## config.mk

```make
export PLATFORM = sky130hd
export DESIGN_NAME = config_chain_loader
export DESIGN_NICKNAME = d
export VERILOG_FILES = /design/src/rtl/config_chain_loader.sv
export SDC_FILE = /design/constraint.sdc
export NUM_CORES = 1
export LEC_CHECK = 0
export BUFFER_PORTS_ARGS = -buffer_cell sky130_fd_sc_hd__buf_4
export CAP_MARGIN = 20
export CORE_MARGIN = 2
export CORE_UTILIZATION = 62
export DETAILED_ROUTE_END_ITERATION = 10
export PLACE_DENSITY = 0.9
export SYNTH_ARGS = -nofsm -noshare
export SYNTH_HDL_FRONTEND = slang
export SYNTH_SLANG_ARGS = --single-unit
```

## constraint.sdc

```tcl
create_clock -name config_clk -period 4.56 [get_ports config_clk]
set_input_delay 0.456 -clock config_clk [delete_from_list [all_inputs] [get_ports config_clk]]
set_output_delay 0.456 -clock config_clk [all_outputs]
set_load 0.02 [all_outputs]
```

## src/rtl/config_chain_loader.sv

```systemverilog
// Serial configuration chain loader.
// Takes the bitstream as WORD_W-bit words on a valid/ready port and shifts it into a PE config
// chain one bit per cycle, bit 0 first. An optional second pass re-shifts the captured stream
// and compares the bits that come back out of the end of the chain.
module config_chain_loader #(
  parameter int unsigned CHAIN_LEN = 12,
  parameter int unsigned WORD_W    = 32
) (
  input  logic              config_clk,
  input  logic              config_reset,
  input  logic              start,
  input  logic              verify_en,
  input  logic [WORD_W-1:0] word_data,
  input  logic              word_valid,
  output logic              word_ready,
  output logic              cfg_bit,
  output logic              cfg_shift,
  input  logic              cfg_ret,
  output logic              busy,
  output logic              done,
  output logic              err
);

  localparam int unsigned CntW  = $clog2(CHAIN_LEN + 1);
  localparam int unsigned HoldW = $clog2(WORD_W + 1);

  typedef enum logic [1:0] {StIdle, StLoad, StVerify, StDone} state_e;

  state_e               state_q, state_d;
  logic [WORD_W-1:0]    hold_q, hold_d;
  logic [HoldW-1:0]     hold_cnt_q, hold_cnt_d;
  logic [CntW-1:0]      bits_sent_q, bits_sent_d;
  logic [CntW-1:0]      vidx_q, vidx_d;
  logic [CHAIN_LEN-1:0] cap_q, cap_d;
  logic                 verify_q, verify_d;
  logic                 err_q, err_d;
  logic                 last_bit_q, last_bit_d;
  logic [31:0]          remain;
  logic [31:0]          take;

  // Bits the next accepted word contributes: a full word, or only what is left of the chain.
  always_comb begin
    remain = CHAIN_LEN - 32'(bits_sent_q);
    take   = (remain < WORD_W) ? remain : WORD_W;
  end

  // Next-state and output decode.
  always_comb begin
    state_d     = state_q;
    hold_d      = hold_q;
    hold_cnt_d  = hold_cnt_q;
    bits_sent_d = bits_sent_q;
    vidx_d      = vidx_q;
    cap_d       = cap_q;
    verify_d    = verify_q;
    err_d       = err_q;
    last_bit_d  = last_bit_q;
    word_ready  = 1'b0;
    cfg_shift   = 1'b0;
    cfg_bit     = last_bit_q;
    busy        = 1'b0;
    done        = 1'b0;

    unique case (state_q)
      StIdle: begin
        if (start) begin
          state_d     = StLoad;
          verify_d    = verify_en;
          err_d       = 1'b0;
          bits_sent_d = '0;
          vidx_d      = '0;
          hold_cnt_d  = '0;
          cap_d       = '0;
        end
      end

      StLoad: begin
        busy = 1'b1;
        if (hold_cnt_q != '0) begin
          // Emit the next bit of the held word and record it for readback.
          cfg_shift              = 1'b1;
          cfg_bit                = hold_q[0];
          last_bit_d             = hold_q[0];
          cap_d[bits_sent_q]     = hold_q[0];
          hold_d                 = hold_q >> 1;
          hold_cnt_d             = hold_cnt_q - HoldW'(1);
          bits_sent_d            = bits_sent_q + CntW'(1);
          if (bits_sent_q == CntW'(CHAIN_LEN - 1)) begin
            state_d = verify_q ? StVerify : StDone;
          end
        end else begin
          // Empty holding register: this is the bubble cycle between words.
          word_ready = (32'(bits_sent_q) < CHAIN_LEN);
          if (word_valid && word_ready) begin
            hold_d     = word_data;
            hold_cnt_d = HoldW'(take);
          end
        end
      end

      StVerify: begin
        busy       = 1'b1;
        cfg_shift  = 1'b1;
        cfg_bit    = cap_q[vidx_q];
        last_bit_d = cap_q[vidx_q];
        // The bit leaving the chain now is the one that entered CHAIN_LEN shifts ago.
        if (cfg_ret != cap_q[vidx_q]) begin
          err_d = 1'b1;
        end
        vidx_d = vidx_q + CntW'(1);
        if (vidx_q == CntW'(CHAIN_LEN - 1)) begin
          state_d = StDone;
        end
      end

      StDone: begin
        done    = 1'b1;
        state_d = StIdle;
      end

      default: state_d = StIdle;
    endcase

    err = err_q;
  end

  // State registers with synchronous active-low reset.
  always_ff @(posedge config_clk) begin
    if (!config_reset) begin
      state_q     <= StIdle;
      hold_q      <= '0;
      hold_cnt_q  <= '0;
      bits_sent_q <= '0;
      vidx_q      <= '0;
      cap_q       <= '0;
      verify_q    <= 1'b0;
      err_q       <= 1'b0;
      last_bit_q  <= 1'b0;
    end else begin
      state_q     <= state_d;
      hold_q      <= hold_d;
      hold_cnt_q  <= hold_cnt_d;
      bits_sent_q <= bits_sent_d;
      vidx_q      <= vidx_d;
      cap_q       <= cap_d;
      verify_q    <= verify_d;
      err_q       <= err_d;
      last_bit_q  <= last_bit_d;
    end
  end

endmodule

```

# After elaboration in Yosys (flattened, before gate mapping)
# Cells that the tools add are included.
dict set report totals {
  ff_bits 63
  in_bits 38
  elab_cells 81
  output_inout_bits 6
}
dict set report op_classes {
  n_eq_ne 12
  add_sub_neg 4
  n_lt_le_gt_ge 5
  mux 36
  reduce_logical 15
}
# op n
set op_table {}
lappend op_table {{$mux 32} 2}
lappend op_table {{$lt 32x6->1 const B} 1}
lappend op_table {{$mux 12} 2}
lappend op_table {{$mux 6} 4}
lappend op_table {{$pmux 12 s2} 1}
lappend op_table {{$pmux 4 s2} 2}
lappend op_table {{$bwmux 12} 1}
lappend op_table {{$pmux 6 s2} 1}
lappend op_table {{$mux 1} 11}
lappend op_table {{$lt 4x5->1 const B} 2}
lappend op_table {{$ne 2x2->1 const B} 5}
lappend op_table {{$reduce_and 3->1} 3}
lappend op_table {{$add 4x1->4 const B} 2}
lappend op_table {{$eq 4x4->1 const B} 2}
lappend op_table {{$mux 2} 4}
lappend op_table {{$mux 4} 2}
lappend op_table {{$pmux 2 s4} 1}
lappend op_table {{$pmux 1 s2} 3}
lappend op_table {{$reduce_and 2->1} 3}
lappend op_table {{$reduce_bool 2->1} 3}
lappend op_table {{$reduce_bool 6->1} 1}
lappend op_table {{$sub 6x1->6 const B} 1}
lappend op_table {{$sub 4x4->5 const A} 1}
lappend op_table {{$bmux 1 s4} 1}
lappend op_table {{other kinds (11)} 13}

# Depth between registers and ports, before layout
# Gate-level depths: netlist (run 1).
dict set report depth {
  word_depth 7
  mapped_depth 9
  mapped_depth_nobuf 7
}

# Worst setup path after synthesis (run 1)
# No wires, ideal clock.
dict set report synth_timing {
  kind {reg2out}
  start {reg hold_cnt_q[0]}
  end {out cfg_bit}
  path_slack_ns 2.109
  path_buffers 0
  stages_incl_launch_ff 8
  t_arrival_ns 1.995
  path_cell_list {dfxtp_1 -> inv_1 -> ha_1 -> or3b_1 -> nor3_4 -> mux2_2 -> a2111oi_4 -> nor2_1}
}
dict set report synth_between {
  elab_chain_cells 3
}
# element line
set synth_lines {}
lappend synth_lines {{start, declared} 31} ;# logic [HoldW-1:0] hold_cnt_q, hold_cnt_d;
lappend synth_lines {{start signal, assigned} 142} ;# hold_cnt_q <= hold_cnt_d;
lappend synth_lines {{$reduce_bool 6->1} 79} ;# if (hold_cnt_q != '0) begin
lappend synth_lines {{$mux 1} 79}
lappend synth_lines {{$pmux 1 s2} 64} ;# unique case (state_q)
lappend synth_lines {{end, declared} 16} ;# output logic cfg_bit,
# No other way between the ends.

# Final worst setup path (run 1)
dict set report layout_timing {
  start {reg hold_cnt_q[0]}
  end {reg hold_q[18]}
}
dict set report layout_between {
  elab_chain_cells 3
  word_cells_on_any_way 4
  classes_between {mux (1); reduce/logical (3)}
}
# element line
set layout_lines {}
lappend layout_lines {{$reduce_bool 6->1 *} 79}
lappend layout_lines {{$reduce_bool 2->1 (no source line)} -}
lappend layout_lines {{$reduce_and 2->1 (no source line)} -}
lappend layout_lines {{end signal, assigned} 141} ;# hold_q <= hold_d;
lappend layout_lines {{end, declared} 30} ;# logic [WORD_W-1:0] hold_q, hold_d;
# Mark *: on every way between the ends. The rest lies on a longest branch, timed or not.
# A chain may end at the register's enable or synchronous reset.

==> results of run 1 <==
[cell usage after synthesis, drive strengths merged, types with 2 or more instances]
cell type and instances:
o21ai 20, nand4 4, nor3 3, nor2 58
inv 10, and3b 2, clkbuf 10, nand3b 2
mux2i 12, nor3b 2, nand3 21, nor2b 4
o21a 2, a311oi 31, a21oi 13, mux2 2
mux4 3, a31oi 4, and2 2, nand2 74
or3 2, ha 10, buf 17, dfxtp 63
or4 2, xnor2 2, xor2 2, nand2b 2
o311ai 2
[metal layers]
metal / up-vias / global-route usage / routed length (um) / part of all wire
li1: 1473 / - / - / -
met5: - / 0 / 0 / 0
met3: 6 / 0.0739 / 475 / 0.064
met2: 94 / 0.441 / 3720 / 0.50
met4: 0 / 0.0741 / 61 / 0.0082
met1: 1404 / 0.297 / 3160 / 0.43
[critical path, delay by kind of cell, from the launching register on]
| family | cells | cell delay, ns |
|---|---|---|
| and+or+nand+nor | 3 | 0.78 |
| buffers and inverters | 2 | 0.51 |
| DFF | 1 | 0.36 |
| adders and majority gates | 1 | 0.24 |
| AOI/OAI and AO/OA | 2 | 1.08 |
[flip-flops by register name, indices dropped and copies added (netlist names)]
name	cells
bits_sent_q	4
cap_q	12
err	1
hold_cnt_q	6
hold_q	32
last_bit_q	1
state_q	2
verify_q	1
vidx_q	4
[kinds of logic after synthesis]
family,after synthesis
compound gates,83
xor+xnor,4
fa+ha+maj,10
buf+inv,38
flops,63
mux,17
simple gates,182
[final cells by class]
type | count | share of cell area
Timing Repair Buffer | 47 | 0.0886
Clock inverter | 3 | 0.0101
Clock buffer | 13 | 0.0427
Sequential cell | 63 | 0.319
Inverter | 11 | 0.0104
Tap cell | 72 | 0.0228
Multi-Input combinational cell | 296 | 0.506
[report_power, final]
part           switching (mW)  internal [mW]
Combinational           0.605          0.347
Clock                   0.207          0.296
Sequential             0.0870          0.663
[stage by stage]
stage                     worst slack (ns)  cell area [um2]
final                                 1.49             3950
after global placement                1.64             3740
after floorplan                       2.11             3470
after global routing                  1.25             3950
after detailed placement              1.52             3740
after CTS                             1.50             3950
[how the worst max path moves through the flow]
stage,endpoint,cells after the start
2_1_floorplan,cfg_bit,7
3_3_place_gp,hold_q[16],8
3_5_place_dp,hold_q[10],8
4_1_cts,hold_q[18],8
5_1_grt,hold_q[18],8
6_report,hold_q[18],8
==> results.cfg, run 1 <==
[worst_setup_path]
cp_slowest_stage_delay_ns = 0.83
reg2reg_slack_ns = 1.49
cp.required_ns = 4.81
critPathCaptureType = register
worstRegToRegCells = 8
rr_startpoint = hold_cnt_q[0]
worstSetupPathType = reg -> reg
worst_ep_arrival_time_ns = 3.32
critical_path_peak_fanout = 40
startpoint_type = register
startpoint = hold_cnt_q[0]
rr_endpoint = hold_q[18]
crit_chain = inv_1 -> ha_1 -> nor3b_4 -> nand2_2 -> o21a_2 -> buf_4 -> nor2_1 -> a311oi_2
critPathSlowestCell = o21a_2

[hold_path]
holdPathStages = 2
min_to = bits_sent_q[1]
worstHoldStart = config_reset
hold_path.class = in -> reg

[cts]
clockBufferDepth = 2
cts_resized = 0
cts.hold.buffers_added = 0
cts_sinks = 63
h-tree-depth = 3
cts_inserted_buffers = 9
clk_pin_slew_worst_paths_ns = 0.07
root_buffer = clkbuf_8
post_cts_buffers = 0
cts_tree = done
clk_latency_ns = 0.34

[synthesis]
yosysWarnings = 0
synth.distinct_cells = 55
syn_area_mm2 = 0.00347
synth-compound-area-share = 0.231
synth_ff_type = dfxtp_1
ys_seq_area_frac = 0.363
yosysTopAreaCellShare = 0.363
synth_edf_count = 0
syn-num-nets = 445
synthMuxAreaShare = 0.0606
synth_adder_area_share = 0.0360
synth-xor-area-share = 0.0101
yosys.area_share.simple = 0.239
synthCells = 397
async_flop_share = 0
syn_avg_cell_area_um2 = 8.74
ys_ff_latch = 63
yosysTopAreaCell = dfxtp_1
synth_area_leaders = dfxtp_1 (36%), a311oi_2 (13%), nand2_1 (7.9%)
synth_top_family_by_area = simple AND/OR/NAND/NOR gates

[die]
die_area_mm2 = 0.00621
rows = 27
coreArea_mm2 = 0.00547
fp.dieH_um = 78.8
die_w_um = 78.8
start_util = 0.634
pin_count = 44

[global_route]
grt_max_degree = 41
grt_pass1_wl_um = 12400
overflow = 0
grt_antenna_before_repair = 0
grt_use_total = 0.251
grt_pass1_vias = 2788

[routing]
drt_iter0_markers = 176
firstDrtPassIters = 4
ant_nets = 0
num_vias = 2977
drc = 0
wl_um = 7430
routedWlPerCell_um = 14.7
viasPerCell = 5.90

[power]
power_mw = 2.20
power_density_mw_per_mm2 = 558
ir_drop_uv = 298
power.leakage_nw = 1.51

[timing]
rsz0062_at_grt = no
setup_viol = 0
whs_ns = 0.405
fin_crit_ns = 3.07
max_freq_ghz = 0.326
tightest_slew_ns = 0.865
slew_headroom = 0.424
fin_worst_skew_ns = 0.00584
finalMaxSlewViolations = 0
setup_tns_ns = 0
fin_crit_sh = 0.673
finalHoldViolCount = 0

[finish]
multiInputGateArea_mm2 = 0.00200
final_nets = 476
finalNonFillerCells = 505
regArea_mm2 = 0.00126
layout-drive-gt1-share = 0.247
fin_util = 0.722
area_growth_pct = 13.9
final_common_cell = nand2_1
diodes = 0
final_cell_mix = nand2_1 (73), dfxtp_1 (63), nor2_1 (58)
fillers = 410

[placement]
place.gp.congestion = 0.819
dp.cells = 489
io_buffers = 43
hpwl_um = 5070

[run_status]
status = complete, no violations

[job]
drv_cap = 0
Power figures use the tool's default switching activity.
==> inputs of run 2 (changes only) <==
ABC_AREA = 1   (was not set)
CORE_UTILIZATION = 52   (was 62)
PLACE_DENSITY = 0.81   (was 0.9)
clock period = 2.53 ns   (was 4.56 ns; I/O delays follow)
==> run 2 against run 1 <==
  * Wire length is 6.2% lower
  * Sequential share of layout area is 2.1 points higher
  * Critical endpoint is now cfg_bit
  * Power is 110% higher
  * Combinational power is 130% higher
  * Via count is 0.13% higher
  * Highest routed layer unchanged
  * Synthesized cell count is 13% higher
  * Clock-buffer cell count is 1 lower
  * Largest cell class unchanged
  * Largest power group unchanged
  * Flip-flop and latch count stayed put
  * Global-route usage is 2.1 points lower
  * Clock power is 84% higher
==> results.cfg, run 2 <==
[finish]
area_growth_pct = 17.3
reg.largest.list = hold_q x32, cap_q x12, hold_cnt_q x6
final_cell_mix = nand2_1 (107), dfxtp_1 (63), buf_4 (45)
largest-register = hold_q
layout-drive-gt1-share = 0.147
multiInputGateArea_mm2 = 0.00161
largest_register_ffs = 32
regArea_mm2 = 0.00126
final_common_cell = nand2_1
final_nets = 532
finalNonFillerCells = 564
diodes = 0
fillers = 545

[power]
power_density_mw_per_mm2 = 1240
swShare = 0.442
p_comb_frac = 0.471
switchingPower_mw = 2.04
ir_drop_uv = 939
clkPwrFrac = 0.201
power.leakage_nw = 1.54
pwr-share-seq = 0.328
p_int_mw = 2.57

[cts]
cts_sinks = 63
clk_latency_ns = 0.34
post_cts_buffers = 0
cts_inserted_buffers = 9
clockBufferDepth = 2
h-tree-depth = 3
cts.hold.buffers_added = 0
clk_pin_slew_worst_paths_ns = 0.07
root_buffer = clkbuf_8
cts_tree = done

[worst_setup_path]
critical_path_peak_fanout = 5
cp.required_ns = 2.28
worstRegToRegCells = 8
critPathCaptureType = output port
startpoint = hold_cnt_q[0]
cp-endpoint = cfg_bit
worstSetupPathType = reg -> out
reg2reg_slack_ns = 0.37
rr_endpoint = cap_q[4]
startpoint_type = register
rr_startpoint = state_q[1]
worst_ep_arrival_time_ns = 2.03

[global_route]
grt_pass1_wl_um = 11900
overflow = 0
grt_use_total = 0.230
grt_antenna_before_repair = 0
grt_pass1_vias = 2679
grt_max_degree = 65

[die]
pin_count = 44
fp.dieH_um = 82.0
die_w_um = 82.0
start_util = 0.537
coreArea_mm2 = 0.00589
rows = 28
die_area_mm2 = 0.00672

[synthesis]
syn_area_mm2 = 0.00316
ys_ff_latch = 63
yosysWarnings = 0
synth_ff_type = dfxtp_1
synth.most_common_cell = nand2_1
yosys-top-cells-count = nand2_1 (108), dfxtp_1 (63), inv_1 (43)
async_flop_share = 0
synth_area_leaders = dfxtp_1 (40%), nand2_1 (13%), a31oi_1 (6.3%)
synthCells = 448
syn-num-nets = 496
yosysTopAreaCellShare = 0.399
ys_seq_area_frac = 0.399
synth_edf_count = 0
syn_avg_cell_area_um2 = 7.06
yosysTopAreaCell = dfxtp_1
synth.distinct_cells = 32

[routing]
routedWlPerCell_um = 12.4
viasPerCell = 5.29
wl_um = 6970
ant_nets = 0
num_vias = 2981
firstDrtPassIters = 4
drc = 0
drt_iter0_markers = 122

[placement]
io_buffers = 43
hpwl_um = 4870
place.gp.congestion = 0.904
dp.cells = 548

[timing]
tightest_slew_ns = 0.484
rsz0062_at_grt = no
max_freq_ghz = 0.439
finalHoldViolCount = 0
slew_headroom = 0.677
fin_crit_ns = 2.28
setup_viol = 0
fin_crit_sh = 0.901
setup_tns_ns = 0
fin_worst_skew_ns = 0.00582
finalMaxSlewViolations = 0

[hold_path]
hold_path.class = in -> reg

[run_status]
status = complete, no violations

[job]
drv_cap = 0
## run 2: changes by cell type after synthesis, sizes merged, moves of 15 or more
| cell | change |
|---|---|
| a21oi | +15 |
| a311oi | -31 |
| a31oi | +28 |
| inv | +37 |
| nand2 | +36 |
| nor2 | -18 |
| o21ai | +32 |
## run 2: worst max-delay path, stage by stage, from the launching register on
cell and delay [ns]:
dfxtp_1 0.32, inv_1 0.07, ha_1 0.20, nand2_1 0.08, nor2_2 0.16, nand2_4 0.11
nand2_2 0.11, inv_1 0.10, a22oi_1 0.16, nand3_1 0.10, nand2_1 0.08, inv_1 0.05
buf_4 0.15
## run 2: power groups by stage
stage | registers (mW) | logic (mW) | clock network (mW)
2_1_floorplan | 1.47 | 1.72 | 0
6_report | 1.51 | 2.17 | 0.928
3_3_place_gp | 1.52 | 2.12 | 0
3_5_place_dp | 1.53 | 2.16 | 0
5_1_grt | 1.56 | 2.47 | 0.992
4_1_cts | 1.51 | 2.17 | 0.939
## run 2: worst min path at each step
stage                  start         end  slack, ns  depth (start not counted)
5_1_grt        word_data[29]  hold_q[29]       0.18                          3
4_1_cts            verify_en    verify_q       0.16                          3
3_5_place_dp             err         err       0.44                          2
3_3_place_gp             err         err       0.44                          2
6_report       word_data[14]  hold_q[14]       0.18                          3
2_1_floorplan  word_data[31]  hold_q[31]       0.41                          2
## run 2: timing repair
item,in CTS,in global routing
resized for setup,0,1
hold endpoints to repair,0,0
setup endpoints to repair,0,1
## run 2: routing by layer
| metal | track usage | vias up | part of all wire |
|---|---|---|---|
| met2 | 0.374 | 61 | 0.47 |
| li1 | - | 1565 | - |
| met5 | 0 | - | 0 |
| met4 | 0.0967 | 0 | 0.0098 |
| met1 | 0.287 | 1348 | 0.48 |
| met3 | 0.0593 | 7 | 0.042 |
## run 2: cell families after synthesis
group	share of synthesized area
buffers and inverters	0.0914
AND/OR/NAND/NOR	0.238
adder cells (fa/ha/maj)	0.0396
AO/OA/AOI/OAI	0.218
XOR/XNOR	0.0138
flip-flops	0.399
## run 2: area by class of cell
cell class / instances / share of cell area
sequential: 63 / 0.340
timing repair buffer: 46 / 0.0965
inverter: 47 / 0.0476
multi-input combinational: 317 / 0.435
clock buffer: 12 / 0.0364
tap: 75 / 0.0253
clock inverter: 4 / 0.0189
## run 2: per-stage QoR
step / utilization / cell area, um2 / setup slack (ns) / hold WS (ns) / power, mW
after floorplan: - / 3160 / 0.831 / 0.413 / 3.19
after detailed placement: 0.595 / 3500 / 0.465 / 0.444 / 3.69
final: 0.630 / 3710 / 0.250 / 0.182 / 4.61
after global placement: 0.595 / 3500 / 0.544 / 0.443 / 3.63
after CTS: 0.630 / 3710 / 0.195 / 0.161 / 4.62
after global routing: 0.630 / 3710 / 0.0329 / 0.181 / 5.02
==> inputs of run 3 (changes only) <==
CAP_MARGIN = not set   (was 20)
CORE_UTILIZATION = 57   (was 52)
PLACE_DENSITY = 0.84   (was 0.81)
clock period = 2.2 ns   (was 2.53 ns; I/O delays follow)
==> run 3 against run 2 <==
  * Clock skew is 0.0040 ns higher
  * Hold slack worse by 0.038 ns
  * First-iteration DRC count grew 55%
  * Utilization up 7.2 points
  * Critical path type unchanged
  * Highest routed layer unchanged
==> results.cfg, run 3 (synthesized netlist as in run 2, its figures left out) <==
[run_status]
status = complete, no violations

[die]
die_area_mm2 = 0.00616
die_w_um = 78.5
pin_count = 44
fp.dieH_um = 78.5
coreArea_mm2 = 0.00544
rows = 27
start_util = 0.581

[timing]
fin_crit_sh = 0.963
finalHoldViolCount = 0
max_freq_ghz = 0.472
setup_viol = 0
fin_worst_skew_ns = 0.00978
slew_headroom = 0.698
tightest_slew_ns = 0.449
finalMaxSlewViolations = 0
fin_crit_ns = 2.12

[worst_setup_path]
critPathCaptureType = output port
crit_chain = inv_2 -> ha_2 -> nand2_1 -> nor2_4 -> nand2_4 -> nand2_4 -> inv_2 -> a22oi_2 -> nand3_1 -> nand2_1 -> inv_1 -> buf_4
crit_family = simple AND/OR/NAND/NOR gates
startpoint_type = register
cp_num_cells = 12
worstRegToRegCells = 11
worstSetupPathType = reg -> out
worst_ep_arrival_time_ns = 1.90
critical_path_buf_inv_count = 4
cp_slowest_stage_delay_ns = 0.33
critical_path_peak_fanout = 4
cp.required_ns = 1.98
critPathSlowestCell = dfxtp_1

[routing]
ant_nets = 0
num_vias = 3104
wl_um = 7410
firstDrtPassIters = 5
drc = 0
drt_iter0_markers = 189
viasPerCell = 5.44
routedWlPerCell_um = 13.0

[power]
ir_drop_uv = 719
power_density_mw_per_mm2 = 1470
power.leakage_nw = 1.60

[finish]
largest_register_ffs = 32
final_nets = 542
finalNonFillerCells = 571
diodes = 0
area_growth_pct = 20.8
final_cell_mix = nand2_1 (107), dfxtp_1 (63), buf_4 (55)
layout-drive-gt1-share = 0.184
fin_util = 0.702
reg.largest.list = hold_q x32, cap_q x12, hold_cnt_q x6
final_common_cell = nand2_1
largest-register = hold_q

[global_route]
grt_use_total = 0.248
grt_pass1_wl_um = 12100
grt_max_degree = 45
grt_antenna_before_repair = 0
grt_pass1_vias = 2803
overflow = 0

[placement]
hpwl_um = 5040
place.gp.congestion = 0.840
dp.cells = 550
io_buffers = 43

[cts]
h-tree-depth = 3
root_buffer = clkbuf_8
clockBufferDepth = 2
clk_pin_slew_worst_paths_ns = 0.07
cts_sinks = 63
cts_inserted_buffers = 9
cts_tree = done
clk_latency_ns = 0.34
cts.hold.buffers_added = 0

[job]
drv_cap = 0

[hold_path]
holdPathStages = 3
hold_path.class = in -> reg
-- run 3: cell count changes in the layout (fill, tap and decap cells not counted), sizes merged --
cell      change
clkbuf        -3
clkinv        +2
buf          +10
inv           -1
clkinvlp      +2
-- run 3: per-layer routing --
metal	vias to the layer above	part of all wire	track usage
met5	-	0	0
met4	0	0.021	0.121
met3	15	0.036	0.0471
met2	68	0.48	0.413
met1	1435	0.47	0.307
li1	1586	-	-
-- run 3: worst reg2reg max path, cell delays in order (launching register included) --
cell and delay, ns:
dfxtp_1 0.42, inv_1 0.11, ha_1 0.24, nand2_1 0.12, inv_1 0.08, a21oi_1 0.22
nor2_2 0.06, buf_4 0.18, nand2_1 0.13, nor2_1 0.07, o21ai_0 0.16, a21oi_1 0.06
-- run 3: power breakdown --
part           internal [mW]  switching, mW
registers               1.50          0.249
logic                  0.988           1.79
clock network          0.629          0.461
total                   3.11           2.50
-- run 3: worst paths after layout --
kind | startpoint | to | slack (ns)
max | hold_cnt_q[0] | cfg_bit | 0.08
min | word_data[5] | hold_q[5] | 0.14
max reg2reg | state_q[0] | cap_q[9] | 0.24
min reg2reg | hold_q[31] | hold_q[31] | 0.47
-- run 3: what timing repair did --
| item | 4_1_cts | 5_1_grt |
|---|---|---|
| resized for setup | 3 | 8 |
| endpoints found under the setup margin | 1 | 1 |
| gates cloned | 0 | 0 |
| buffers inserted | 0 | 5 |
| hold endpoints to repair | 0 | 0 |
| pin swaps | 0 | 4 |
-- run 3: stage by stage --
| stage | power (mW) | cell area [um2] | TNS (ns) | setup slack (ns) | hold WS, ns |
|---|---|---|---|---|---|
| final | 5.61 | 3820 | 0 | 0.0820 | 0.144 |
| after global routing | 6.02 | 3820 | -0.0606 | -0.0606 | 0.146 |
| after CTS | 5.43 | 3760 | 0 | 0.00864 | 0.133 |
| after detailed placement | 4.30 | 3530 | 0 | 0.291 | 0.456 |
| after global placement | 4.22 | 3530 | 0 | 0.336 | 0.444 |
| after floorplan | 3.67 | 3160 | 0 | 0.501 | 0.380 |
-- run 3: cell type report --
type	instances	area, um2
Clock buffer	9	124
Tap cell	72	90.1
Inverter	47	180
Timing Repair Buffer	56	433
Multi-Input combinational cell	317	1640
Clock inverter	7	87.6
Fill cell	475	1620
Sequential cell	63	1260
